`src/rtl/timing_decode.sv`:
```
// Video timing decoder: measures active resolution and line period from hsync/vsync/DE and locks once timing is stable.
// Define TIMING_DECODE_ERRCNT_EN to enable the saturating lock-loss counter on errorCount.

module timing_decode #(
   parameter int busWidth   = 11,
   parameter int lockFrames = 2
) (
   input  logic                clock,
   input  logic                reset_n,
   input  logic                hSyncPulse,
   input  logic                vSyncPulse,
   input  logic                dataEnable,
   output logic [busWidth-1:0] pixelX,
   output logic [busWidth-1:0] pixelY,
   output logic [busWidth-1:0] resHorizontal,
   output logic [busWidth-1:0] resVertical,
   output logic [busWidth-1:0] hTotal,
   output logic                frameStart,
   output logic                locked,
   output logic [7:0]          errorCount
);

   typedef enum logic [1:0] {SEARCH, MEASURE, LOCKED} lockState_t;

   localparam logic [busWidth-1:0] countMax = '1;

   function automatic logic [busWidth-1:0] satInc(input logic [busWidth-1:0] value);
      return (value == countMax) ? value : value + busWidth'(1);
   endfunction

   logic                hSync_p0, vSync_p0, deQual_p0;
   logic                deQual, hsRise, vsRise, deFall;
   logic [busWidth-1:0] hCount, firstWidth, prevWidth, prevHeight;
   logic [busWidth-1:0] lineNext, widthNext;
   logic                hSeen, frameOpen, frameBad, prevValid;
   logic                badNext, frameOk, sameAsPrev;
   lockState_t          state, stateNext;
   logic [3:0]          matchCount, matchNext;

   // DE seen during vsync never counts as active video.
   assign deQual = dataEnable & ~vSyncPulse;
   assign hsRise = hSyncPulse & ~hSync_p0;
   assign vsRise = vSyncPulse & ~vSync_p0;
   assign deFall = ~deQual & deQual_p0;

   // Frame totals as they stand including a line that closes on this very cycle.
   assign lineNext  = deFall ? satInc(pixelY) : pixelY;
   assign widthNext = (deFall && pixelY == '0) ? pixelX : firstWidth;
   assign badNext   = frameBad
                    | (deQual & (pixelX == countMax))
                    | (deFall & (pixelY == countMax))
                    | (deFall & (pixelY != '0) & (pixelX != firstWidth))
                    | (hSeen & ~hsRise & (hCount == countMax));
   assign frameOk    = frameOpen & ~badNext & (lineNext != '0);
   assign sameAsPrev = prevValid & (widthNext == prevWidth) & (lineNext == prevHeight);

   // Stage p0: input copies, counters and per-frame measurement.
   always_ff @(posedge clock or negedge reset_n) begin
      if (!reset_n) begin
         hSync_p0      <= 1'b0;
         vSync_p0      <= 1'b0;
         deQual_p0     <= 1'b0;
         frameStart    <= 1'b0;
         hCount        <= '0;
         hSeen         <= 1'b0;
         hTotal        <= '0;
         pixelX        <= '0;
         pixelY        <= '0;
         firstWidth    <= '0;
         frameBad      <= 1'b0;
         frameOpen     <= 1'b0;
         prevWidth     <= '0;
         prevHeight    <= '0;
         prevValid     <= 1'b0;
         resHorizontal <= '0;
         resVertical   <= '0;
      end else begin
         hSync_p0   <= hSyncPulse;
         vSync_p0   <= vSyncPulse;
         deQual_p0  <= deQual;
         frameStart <= vsRise;

         if (hsRise) begin
            if (hSeen) hTotal <= hCount;
            hCount <= busWidth'(1);
            hSeen  <= 1'b1;
         end else begin
            hCount <= satInc(hCount);
         end

         pixelX <= deQual ? satInc(pixelX) : '0;

         if (vsRise) begin
            pixelY     <= '0;
            firstWidth <= '0;
            frameBad   <= 1'b0;
            frameOpen  <= 1'b1;
            if (frameOk) begin
               resHorizontal <= widthNext;
               resVertical   <= lineNext;
            end
            if (frameOpen) begin
               prevWidth  <= widthNext;
               prevHeight <= lineNext;
               prevValid  <= frameOk;
            end
         end else begin
            pixelY     <= lineNext;
            firstWidth <= widthNext;
            frameBad   <= badNext;
         end
      end
   end

   always_ff @(posedge clock or negedge reset_n) begin
      if (!reset_n) begin
         state      <= SEARCH;
         matchCount <= '0;
      end else begin
         state      <= stateNext;
         matchCount <= matchNext;
      end
   end

   always_comb begin
      stateNext = state;
      matchNext = matchCount;
      if (vsRise) begin
         case (state)
            SEARCH: begin
               stateNext = MEASURE;
               matchNext = '0;
            end
            MEASURE: begin
               if (frameOk && sameAsPrev) begin
                  if (({1'b0, matchCount} + 5'd1) >= 5'(lockFrames)) begin
                     stateNext = LOCKED;
                     matchNext = 4'(lockFrames);
                  end else begin
                     matchNext = matchCount + 4'd1;
                  end
               end else begin
                  matchNext = 4'd1;
               end
            end
            LOCKED: begin
               if (!(frameOk && sameAsPrev)) begin
                  stateNext = SEARCH;
                  matchNext = '0;
               end
            end
            default: stateNext = SEARCH;
         endcase
      end
   end

   assign locked = (state == LOCKED);

`ifdef TIMING_DECODE_ERRCNT_EN
   logic lockLoss;
   assign lockLoss = (state == LOCKED) && (stateNext == SEARCH);

   always_ff @(posedge clock or negedge reset_n) begin
      if (!reset_n) begin
         errorCount <= '0;
      end else if (lockLoss && errorCount != 8'hFF) begin
         errorCount <= errorCount + 8'd1;
      end
   end
`else
   assign errorCount = '0;
`endif

endmodule

```
`config.mk`:
```
export PLATFORM = sky130hd
export DESIGN_NAME = timing_decode
export DESIGN_NICKNAME = d
export VERILOG_FILES = /design/src/rtl/timing_decode.sv
export SDC_FILE = /design/constraint.sdc
export NUM_CORES = 1
export LEC_CHECK = 0
export CAP_MARGIN = 20
export CORE_UTILIZATION = 45
export CTS_CLUSTER_SIZE = 10
export DETAILED_ROUTE_END_ITERATION = 6
export GPL_ROUTABILITY_DRIVEN = 0
export PLACE_DENSITY_LB_ADDON = 0.08
export SKIP_CTS_REPAIR_TIMING = 1
export SLEW_MARGIN = 20
export SYNTH_ARGS = -nofsm -noshare
export SYNTH_HDL_FRONTEND = slang
export SYNTH_SLANG_ARGS = --single-unit
```
`constraint.sdc`:
```
create_clock -name clock -period 3 [get_ports clock]
set_clock_uncertainty 0.2 [all_clocks]
set_input_delay 0.3 -clock clock [delete_from_list [all_inputs] [get_ports clock]]
set_output_delay 0.3 -clock clock [all_outputs]
set_load 0.01 [all_outputs]
```
==> impl_metrics.ini, run 1 <==
[synthesis]
yosysSeqAreaShare_pct = 48.8
netlist_area_sq_um = 5800
synth-compound-area-share_pct = 13.0
synthAdderAreaFrac_pct = 1.29
yosys_most_used_dff = dfrtp_1
synth_edf_count = 0
synthMuxAreaShare_pct = 5.14
yosys.area_share.simple_pct = 20.6
yosys.area.top_type = dfrtp_1
synth_cells = 599
async_reset_ff_share_pct = 100
synth_cell_type_count = 71
synth_warnings = 0
synth_seq_cells = 113
synth-xor-area-share_pct = 5.29
synth_top_family_by_area = simple AND/OR/NAND/NOR gates
synthMostInstantiatedCell = dfrtp_1
synth_area_per_cell_sq_um = 9.68
synth_area_leaders = dfrtp_1 49%, o21ai_0 5.0%, nand2_1 4.7%, xnor2_1 3.6%, nor2_1 3.5%
yosysTopAreaCellShare_pct = 48.8
synth_commonest_cells = 113 x dfrtp_1, 72 x nand2_1, 58 x o21ai_0

[setup_path]
crit_arrival_ns = 3.33
critPathMaxStageDelay_ns = 0.53
end_kind = flip-flop
worstPathCellList = nor4_4 > and4b_2 > buf_4 > a21oi_2 > a21oi_2 > o22ai_1 > or4_4 > or4_4 > o211ai_1 > nand3_1
crit_fanout = 4
critPathSlowestCell = or4_4
start_kind = flip-flop
critPathKind = reg -> reg
crit_required_ns = 3.09

[sta]
setup_slack_ns = -0.249
period_share_pct = 108
slew_headroom_pct = 53.1
finalSetupTns_ns = -1.01
drv_slew = 0
fmax_ghz = 0.308
worst_slew_pin_slew_ns = 0.704
rsz0062_at_grt = yes
finalSetupViolCount = 6
hold_viol = 0
finalCriticalPeriod_ns = 3.25

[global_route]
grt_pass1_wl_microns = 25300
grt_start_max_net_pins = 54
grt_use_total_pct = 25.3
antenna_found_initial = 0
grt_pass1_vias = 4906
overflow = 0

[power_and_ir_drop]
power_mw = 4.51
ir_drop_v = 0.000405
p_leak_nw = 3.48
power_density_nw_per_um2 = 574

[route]
drc_errors = 0
dr.pass1.iters = 5
ant_nets = 0
viasPerCell = 5.41
drt-initial-drc-count = 374
vias = 4984
wl_microns = 15800
avgRoutedWirePerCell_microns = 17.1

[final_layout]
num_antenna_cells = 0
nFillCells = 1048
syn_to_final_growth_pct = 35.5
drive_gt1_share_pct = 23.3
final_nets = 749

[floorplanning]
rows = 41
die_area_sq_um = 13300
die_x_microns = 116
pin_count = 70
fp.dieH_microns = 116
coreArea_sq_um = 12600
start_util_pct = 46.1

[clock_tree]
clk_latency_ns = 0.42
ctsLongestPathBuffers = 2
cts_tree = yes
cts.sinks = 113
htreeDepth = 4
cts_root_buffer = clkbuf_16
clk_pin_slew_ns = 0.05
numCtsBuffers = 17

[place]
dp_hpwl_microns = 11500
port_buffers = 61

[job]
cap_violations = 0

[min_path]
worst_hold_path_type = in -> reg

[outcome]
status = finished with violations
violations = negative setup slack
logic make-up (layout without fill, tap and decap cells):
family / count (synthesis) / after routing
flip-flops: 113 / 113
buffers and inverters: 64 / 207
multiplexers: 27 / 27
adder cells (fa/ha/maj): 6 / 6
AO/OA/AOI/OAI: 123 / 123
XOR/XNOR: 35 / 35
other: 1 / 8
AND/OR/NAND/NOR: 230 / 231
layout by cell type (no fill, tap or decap), types with 4 or more instances in the layout:
cell	n
buf_12	4
conb_1	8
and3_2	4
dfrtp_1	112
nor2_1	53
clkbuf_16	17
buf_4	87
o21ai_0	52
xnor2_1	23
xor2_1	11
and3_1	6
o2bb2ai_1	5
nand2_1	72
inv_1	21
nor3_1	9
o22ai_1	4
o21ai_1	8
a31oi_1	6
nand3_1	16
a21oi_1	16
mux2i_1	12
nor2b_1	7
clkdlybuf4s50_1	60
nand4_1	17
clkinv_2	4
or3_1	5
mux2_2	12
nand2b_1	10
ha_1	6
state kept, by name, indices dropped and copies added (netlist names), 2 cells and up:
register       cells
hCount            11
state              2
matchCount         4
hTotal            11
resVertical       11
prevWidth         11
resHorizontal     11
pixelY            11
pixelX            11
firstWidth        11
prevHeight        11
layout make-up:
class	instances	area (sq um)	share of cell area [%]
tap	172	215	2.74
sequential	113	2830	36.0
clock inverter	10	135	1.72
timing repair buffer	154	1370	17.4
inverter	22	82.6	1.05
clock buffer	21	460	5.86
multi-input combinational	430	2770	35.2
layer usage:
| layer | global-route usage (%) | up-vias | wire length (microns) |
|---|---|---|---|
| met3 | 4.92 | 35 | 828 |
| li1 | - | 2360 | - |
| met5 | 0 | - | 0 |
| met4 | 12.5 | 0 | 512 |
| met2 | 39.0 | 157 | 7300 |
| met1 | 34.2 | 2432 | 7140 |
stage by stage:
step	cell area, sq um	hold slack, ns	instances	worst slack [ns]	utilization [%]
floorplan	5840	-0.196	606	-0.0981	-
global placement	7120	0.195	885	-0.354	56.6
detailed placement	7120	0.199	885	-0.475	56.6
CTS	7710	-0.245	916	-0.244	61.4
global route	7850	0.186	922	-0.345	62.5
finish	7850	0.179	922	-0.249	62.5
critical path: cells and delay by family, from the launching register on:
kind / cells / cell delay (ns)
and+or+nand+nor: 5 / 1.89
AOI/OAI and AO/OA: 4 / 0.49
DFF: 1 / 0.40
buffers and inverters: 1 / 0.13
where the power goes:
part           total (mW)  internal (mW)  switching [mW]
registers            1.73           1.63          0.0960
clock network        2.03           1.34           0.688
logic               0.756          0.372           0.384
final timing paths:
check                                            from                    endpoint  slack (ns)  cells past startpoint
min reg2reg                resVertical[9]$_DFFE_PN0P_  resVertical[9]$_DFFE_PN0P_        0.28                      2
min                                        hSyncPulse          hSync_p0$_DFF_PN0_        0.18                      1
min in group asynchronous                     reset_n          vSync_p0$_DFF_PN0_        0.26                      2
max in group asynchronous                     reset_n       hTotal[0]$_DFFE_PN0P_        1.53                      3
max reg2reg                       pixelY[4]$_DFF_PN0_   matchCount[0]$_DFFE_PN0P_       -0.25                     10
max                               pixelY[4]$_DFF_PN0_   matchCount[0]$_DFFE_PN0P_       -0.25                     10
(Power assumes the default switching activity.)
==> run 2, diff against run 1 <==
--- a/config.mk
+++ b/config.mk
@@ -12,6 +12,7 @@
 export GPL_ROUTABILITY_DRIVEN = 0
 export PLACE_DENSITY_LB_ADDON = 0.08
 export SKIP_CTS_REPAIR_TIMING = 1
+export SKIP_LAST_GASP = 1
 export SLEW_MARGIN = 20
 export SYNTH_ARGS = -nofsm -noshare
 export SYNTH_HDL_FRONTEND = slang
==> run 2 against run 1 <==
Effect of this change:
- the flow still finishes with violations (negative setup slack)
- non-clock buffer count stayed put
- sequential power hardly changed
- cell count stayed put
- fmax is 1.1% lower
- clock power hardly changed
- largest cell class unchanged
- highest routed layer unchanged
==> impl_metrics.ini, run 2 (synthesized netlist as in run 1, its figures left out) <==
[outcome]
status = finished with violations
violations = negative setup slack

[power_and_ir_drop]
switching_share_pct = 25.8
power_frac_seq_pct = 38.3
power_mw = 4.50
ir_drop_v = 0.000405
power_frac_clock_pct = 44.9
power.switching_mw = 1.16
power_density_nw_per_um2 = 575
p_comb_share_pct = 16.8
p_leak_nw = 3.47
intPower_mw = 3.34

[final_layout]
utilization_pct = 62.3
fin_cells = 922
drive_gt1_share_pct = 22.9
final_nets = 749
syn_to_final_growth_pct = 35.0
finalInstanceArea_sq_um = 7830
nFillCells = 1048
num_antenna_cells = 0
final_common_cell = dfrtp_1
most-common-layout-cells = 112 x dfrtp_1, 89 x buf_4, 72 x nand2_1

[floorplanning]
pin_count = 70
rows = 41
die_area_sq_um = 13300
die_x_microns = 116
start_util_pct = 46.1
coreArea_sq_um = 12600
fp.dieH_microns = 116

[sta]
finalSetupTns_ns = -1.21
fmax_ghz = 0.305
finalCriticalPeriod_ns = 3.28
worst_slew_pin_slew_ns = 0.700
fin_hold_ws_ns = 0.187
slew_headroom_pct = 53.4
period_share_pct = 109
hold_viol = 0
finalSetupViolCount = 6
rsz0062_at_grt = yes
setup_slack_ns = -0.283
drv_slew = 0

[job]
cap_violations = 0

[setup_path]
crit_buf_inv = 1
critPathMaxStageDelay_ns = 0.53
crit_required_ns = 3.08
crit_arrival_ns = 3.36
critPathSlowestCell = or4_4
end_kind = flip-flop
crit_fanout = 4
start_kind = flip-flop
worstPathCellList = nor4_4 > and4b_2 > buf_4 > a21oi_2 > a21oi_2 > o22ai_1 > or4_4 > or4_4 > o211ai_1 > nand3_1
critPathKind = reg -> reg
cpLargestDelayFamily = simple AND/OR/NAND/NOR gates

[place]
place_area_sq_um = 7120
dp_hpwl_microns = 11500
place_inst = 885
pre_cts_ws_ns = -0.475
port_buffers = 61

[clock_tree]
htreeDepth = 4
cts_root_buffer = clkbuf_16
ctsLongestPathBuffers = 2
cts_tree = yes
cts.sinks = 113
numCtsBuffers = 17
clk_pin_slew_ns = 0.05
clk_latency_ns = 0.42

[route]
ant_nets = 0
wl_microns = 15700
avgRoutedWirePerCell_microns = 17.0
drt-initial-drc-count = 311
dr.pass1.iters = 5
drc_errors = 0
viasPerCell = 5.41
vias = 4989

[global_route]
grt_start_max_net_pins = 54
overflow = 0
grt_pass1_vias = 4906
antenna_found_initial = 0
grt_pass1_wl_microns = 25300
grt_use_total_pct = 25.3

[min_path]
worst_hold_path_type = in -> reg
-- run 2: final timing paths --
| path | startpoint | endpoint | slack [ns] | depth (start not counted) |
|---|---|---|---|---|
| setup / recovery | pixelY[4]$_DFF_PN0_ | matchCount[0]$_DFFE_PN0P_ | -0.28 | 10 |
| hold / removal | hSyncPulse | hSync_p0$_DFF_PN0_ | 0.19 | 1 |
| setup reg to reg | pixelY[4]$_DFF_PN0_ | matchCount[0]$_DFFE_PN0P_ | -0.28 | 10 |
| hold reg to reg | resVertical[9]$_DFFE_PN0P_ | resVertical[9]$_DFFE_PN0P_ | 0.28 | 2 |
| max in group asynchronous | reset_n | hTotal[0]$_DFFE_PN0P_ | 1.53 | 3 |
| min in group asynchronous | reset_n | vSync_p0$_DFF_PN0_ | 0.27 | 2 |
-- run 2: power groups by stage --
stage          Combinational [mW]  Sequential (mW)  Clock [mW]
2_1_floorplan               0.370             1.75           0
3_3_place_gp                0.711             1.75           0
3_5_place_dp                0.721             1.75           0
4_1_cts                     0.724             1.73        2.06
5_1_grt                     0.830             1.74        2.12
6_report                    0.757             1.72        2.02
-- run 2: final cells by class --
type	count	area, sq um	area share (%)
multi-input combinational	430	2740	35.1
clock inverter	10	135	1.73
tap	172	215	2.75
sequential	113	2830	36.2
inverter	22	82.6	1.06
clock buffer	21	460	5.88
timing repair buffer	154	1360	17.4
-- run 2: worst reg2reg max path: stages (launching register included) --
cell and delay (ns):
dfrtp_1 0.41, nor4_4 0.45, and4b_2 0.37, buf_4 0.14
a21oi_2 0.05, a21oi_2 0.16, o22ai_1 0.10, or4_4 0.53
or4_4 0.44, o211ai_1 0.20, nand3_1 0.11
-- run 2: metal layers --
layer  global-route usage [%]  wire [microns]
met5                        0               0
met4                     12.5             463
met3                     4.92             737
met2                     39.0            7280
met1                     34.2            7210
==> run 3, diff against run 2 <==
--- a/config.mk
+++ b/config.mk
@@ -5,8 +5,10 @@
 export SDC_FILE = /design/constraint.sdc
 export NUM_CORES = 1
 export LEC_CHECK = 0
+export ABC_CLOCK_PERIOD_IN_PS = 3000
 export CAP_MARGIN = 20
 export CORE_UTILIZATION = 45
+export CTS_BUF_LIST = sky130_fd_sc_hd__clkbuf_8
 export CTS_CLUSTER_SIZE = 10
 export DETAILED_ROUTE_END_ITERATION = 6
 export GPL_ROUTABILITY_DRIVEN = 0
==> run 3 against run 2 <==
Effect of this change:
- the flow still finishes with violations (negative setup slack)
- worst setup slack better by 0.033 ns
- hold slack worse by 0.024 ns
- flip-flop and latch count unchanged
- via count down 0.84%
- power down 13%
- first-iteration DRC count up 2.9%
- clock power down 28%
- clock-buffer cell count down 2
- critical path depth unchanged
- non-clock buffer count unchanged
- die area unchanged
- sequential share of layout area up 0.91 points
- critical path type unchanged
==> impl_metrics.ini, run 3 (synthesized netlist as in run 1, its figures left out) <==
[global_route]
antenna_found_initial = 0
grt_use_total_pct = 25.0
use_met3_pct = 6.17
grt.met2_usage_pct = 38.2
grt_start_max_net_pins = 54
grt_pass1_vias = 4889
grt_pass1_wl_microns = 25000
busiest_layer = met2
use_met1_pct = 33.9
overflow = 0

[final_layout]
most-common-layout-cells = 112 x dfrtp_1, 89 x buf_4, 72 x nand2_1
syn_to_final_growth_pct = 31.6
drive_gt1_share_pct = 22.8
multi_input_area_sq_um = 2740
final_nets = 749
nFillCells = 1066
final_common_cell = dfrtp_1
num_antenna_cells = 0
finalInstanceArea_sq_um = 7630
seq_area_sq_um = 2830

[place]
dp_hpwl_microns = 11500
port_buffers = 61
place_area_sq_um = 7120
pre_cts_ws_ns = -0.475

[sta]
finalSetupTns_ns = -1.03
period_share_pct = 108
drv_slew = 0
rsz0062_at_grt = yes
hold_viol = 0
finalSetupViolCount = 6
fin_hold_ws_ns = 0.163
worst_slew_pin_slew_ns = 0.687
fmax_ghz = 0.308
setup_slack_ns = -0.250
slew_headroom_pct = 54.2
finalCriticalPeriod_ns = 3.25

[power_and_ir_drop]
power_frac_clock_pct = 37.0
power_frac_seq_pct = 43.8
p_leak_nw = 3.39
power.switching_mw = 1.09
intPower_mw = 2.85
power_mw = 3.93
switching_share_pct = 27.6
p_comb_share_pct = 19.3
ir_drop_v = 0.000382
power_density_nw_per_um2 = 516

[clock_tree]
clk_latency_ns = 0.44
cts.sinks = 113
cts_tree = yes
ctsLongestPathBuffers = 2
clk_pin_slew_ns = 0.07
numCtsBuffers = 17
htreeDepth = 4
cts_root_buffer = clkbuf_8

[route]
wl_microns = 15500
drc_errors = 0
ant_nets = 0
vias = 4947
dr.pass1.iters = 5
avgRoutedWirePerCell_microns = 16.9
drt-initial-drc-count = 320
viasPerCell = 5.37

[floorplanning]
fp.dieH_microns = 116
start_util_pct = 46.1
die_area_sq_um = 13300
pin_count = 70
die_x_microns = 116
coreArea_sq_um = 12600
rows = 41

[setup_path]
critPathKind = reg -> reg
crit_fanout = 4
start_kind = flip-flop
crit_required_ns = 3.11
crit_arrival_ns = 3.36
end_kind = flip-flop

[job]
cap_violations = 0

[outcome]
status = finished with violations
violations = negative setup slack

[min_path]
worst_hold_path_type = in -> reg
run 3: cell count changes in the layout (fill, tap and decap cells not counted):
cell / change
o311ai_0: -1
clkbuf_8: +17
and3_2: -1
o311ai_1: +1
and3_1: +1
clkbuf_1: -2
inv_1: +2
o21ai_0: +1
clkbuf_16: -17
o21ai_1: -1
run 3: cell type report:
cell class | count | area share [%]
flip-flops and latches | 113 | 37.1
multi-input cells | 430 | 35.9
repair buffers | 154 | 17.8
clock buffers | 19 | 3.43
well taps | 172 | 2.82
clock inverters | 12 | 1.87
inverters | 22 | 1.08
run 3: stage by stage:
stage / util (%) / instances
final: 60.7 / 922
after global routing: 60.7 / 922
after CTS: 59.9 / 916
after detailed placement: 56.6 / 885
after global placement: 56.6 / 885
after floorplan: - / 606
run 3: power groups by stage:
stage	Sequential [mW]	Clock, mW	Combinational [mW]
floorplan	1.75	0	0.370
global placement	1.75	0	0.711
detailed placement	1.75	0	0.721
CTS	1.72	1.49	0.723
global route	1.74	1.56	0.831
finish	1.72	1.45	0.758
run 3: worst max-delay path: stages (launching register included):
cell      delay (ns)
dfrtp_1         0.41
nor4_4          0.45
and4b_2         0.36
buf_4           0.14
a21oi_2         0.05
a21oi_2         0.15
o22ai_1         0.10
or4_4           0.53
or4_4           0.44
o211ai_1        0.19
nand3_1         0.11
run 3: path summary, 6_finish.rpt:
path / to / cells past startpoint / startpoint / slack, ns
worst min register to register: resVertical[9]$_DFFE_PN0P_ / 2 / resVertical[9]$_DFFE_PN0P_ / 0.28
worst max register to register: matchCount[0]$_DFFE_PN0P_ / 10 / pixelY[4]$_DFF_PN0_ / -0.25
worst min-delay path: hSync_p0$_DFF_PN0_ / 1 / hSyncPulse / 0.16
min in group asynchronous: vSync_p0$_DFF_PN0_ / 2 / reset_n / 0.24
worst max-delay path: matchCount[0]$_DFFE_PN0P_ / 10 / pixelY[4]$_DFF_PN0_ / -0.25
max in group asynchronous: hTotal[9]$_DFFE_PN0P_ / 3 / reset_n / 1.56
run 3: per-layer routing:
| metal | up-vias | wire, microns |
|---|---|---|
| met1 | 2377 | 7170 |
| met2 | 173 | 7120 |
| met5 | - | 0 |
| li1 | 2360 | - |
| met4 | 0 | 458 |
| met3 | 37 | 805 |
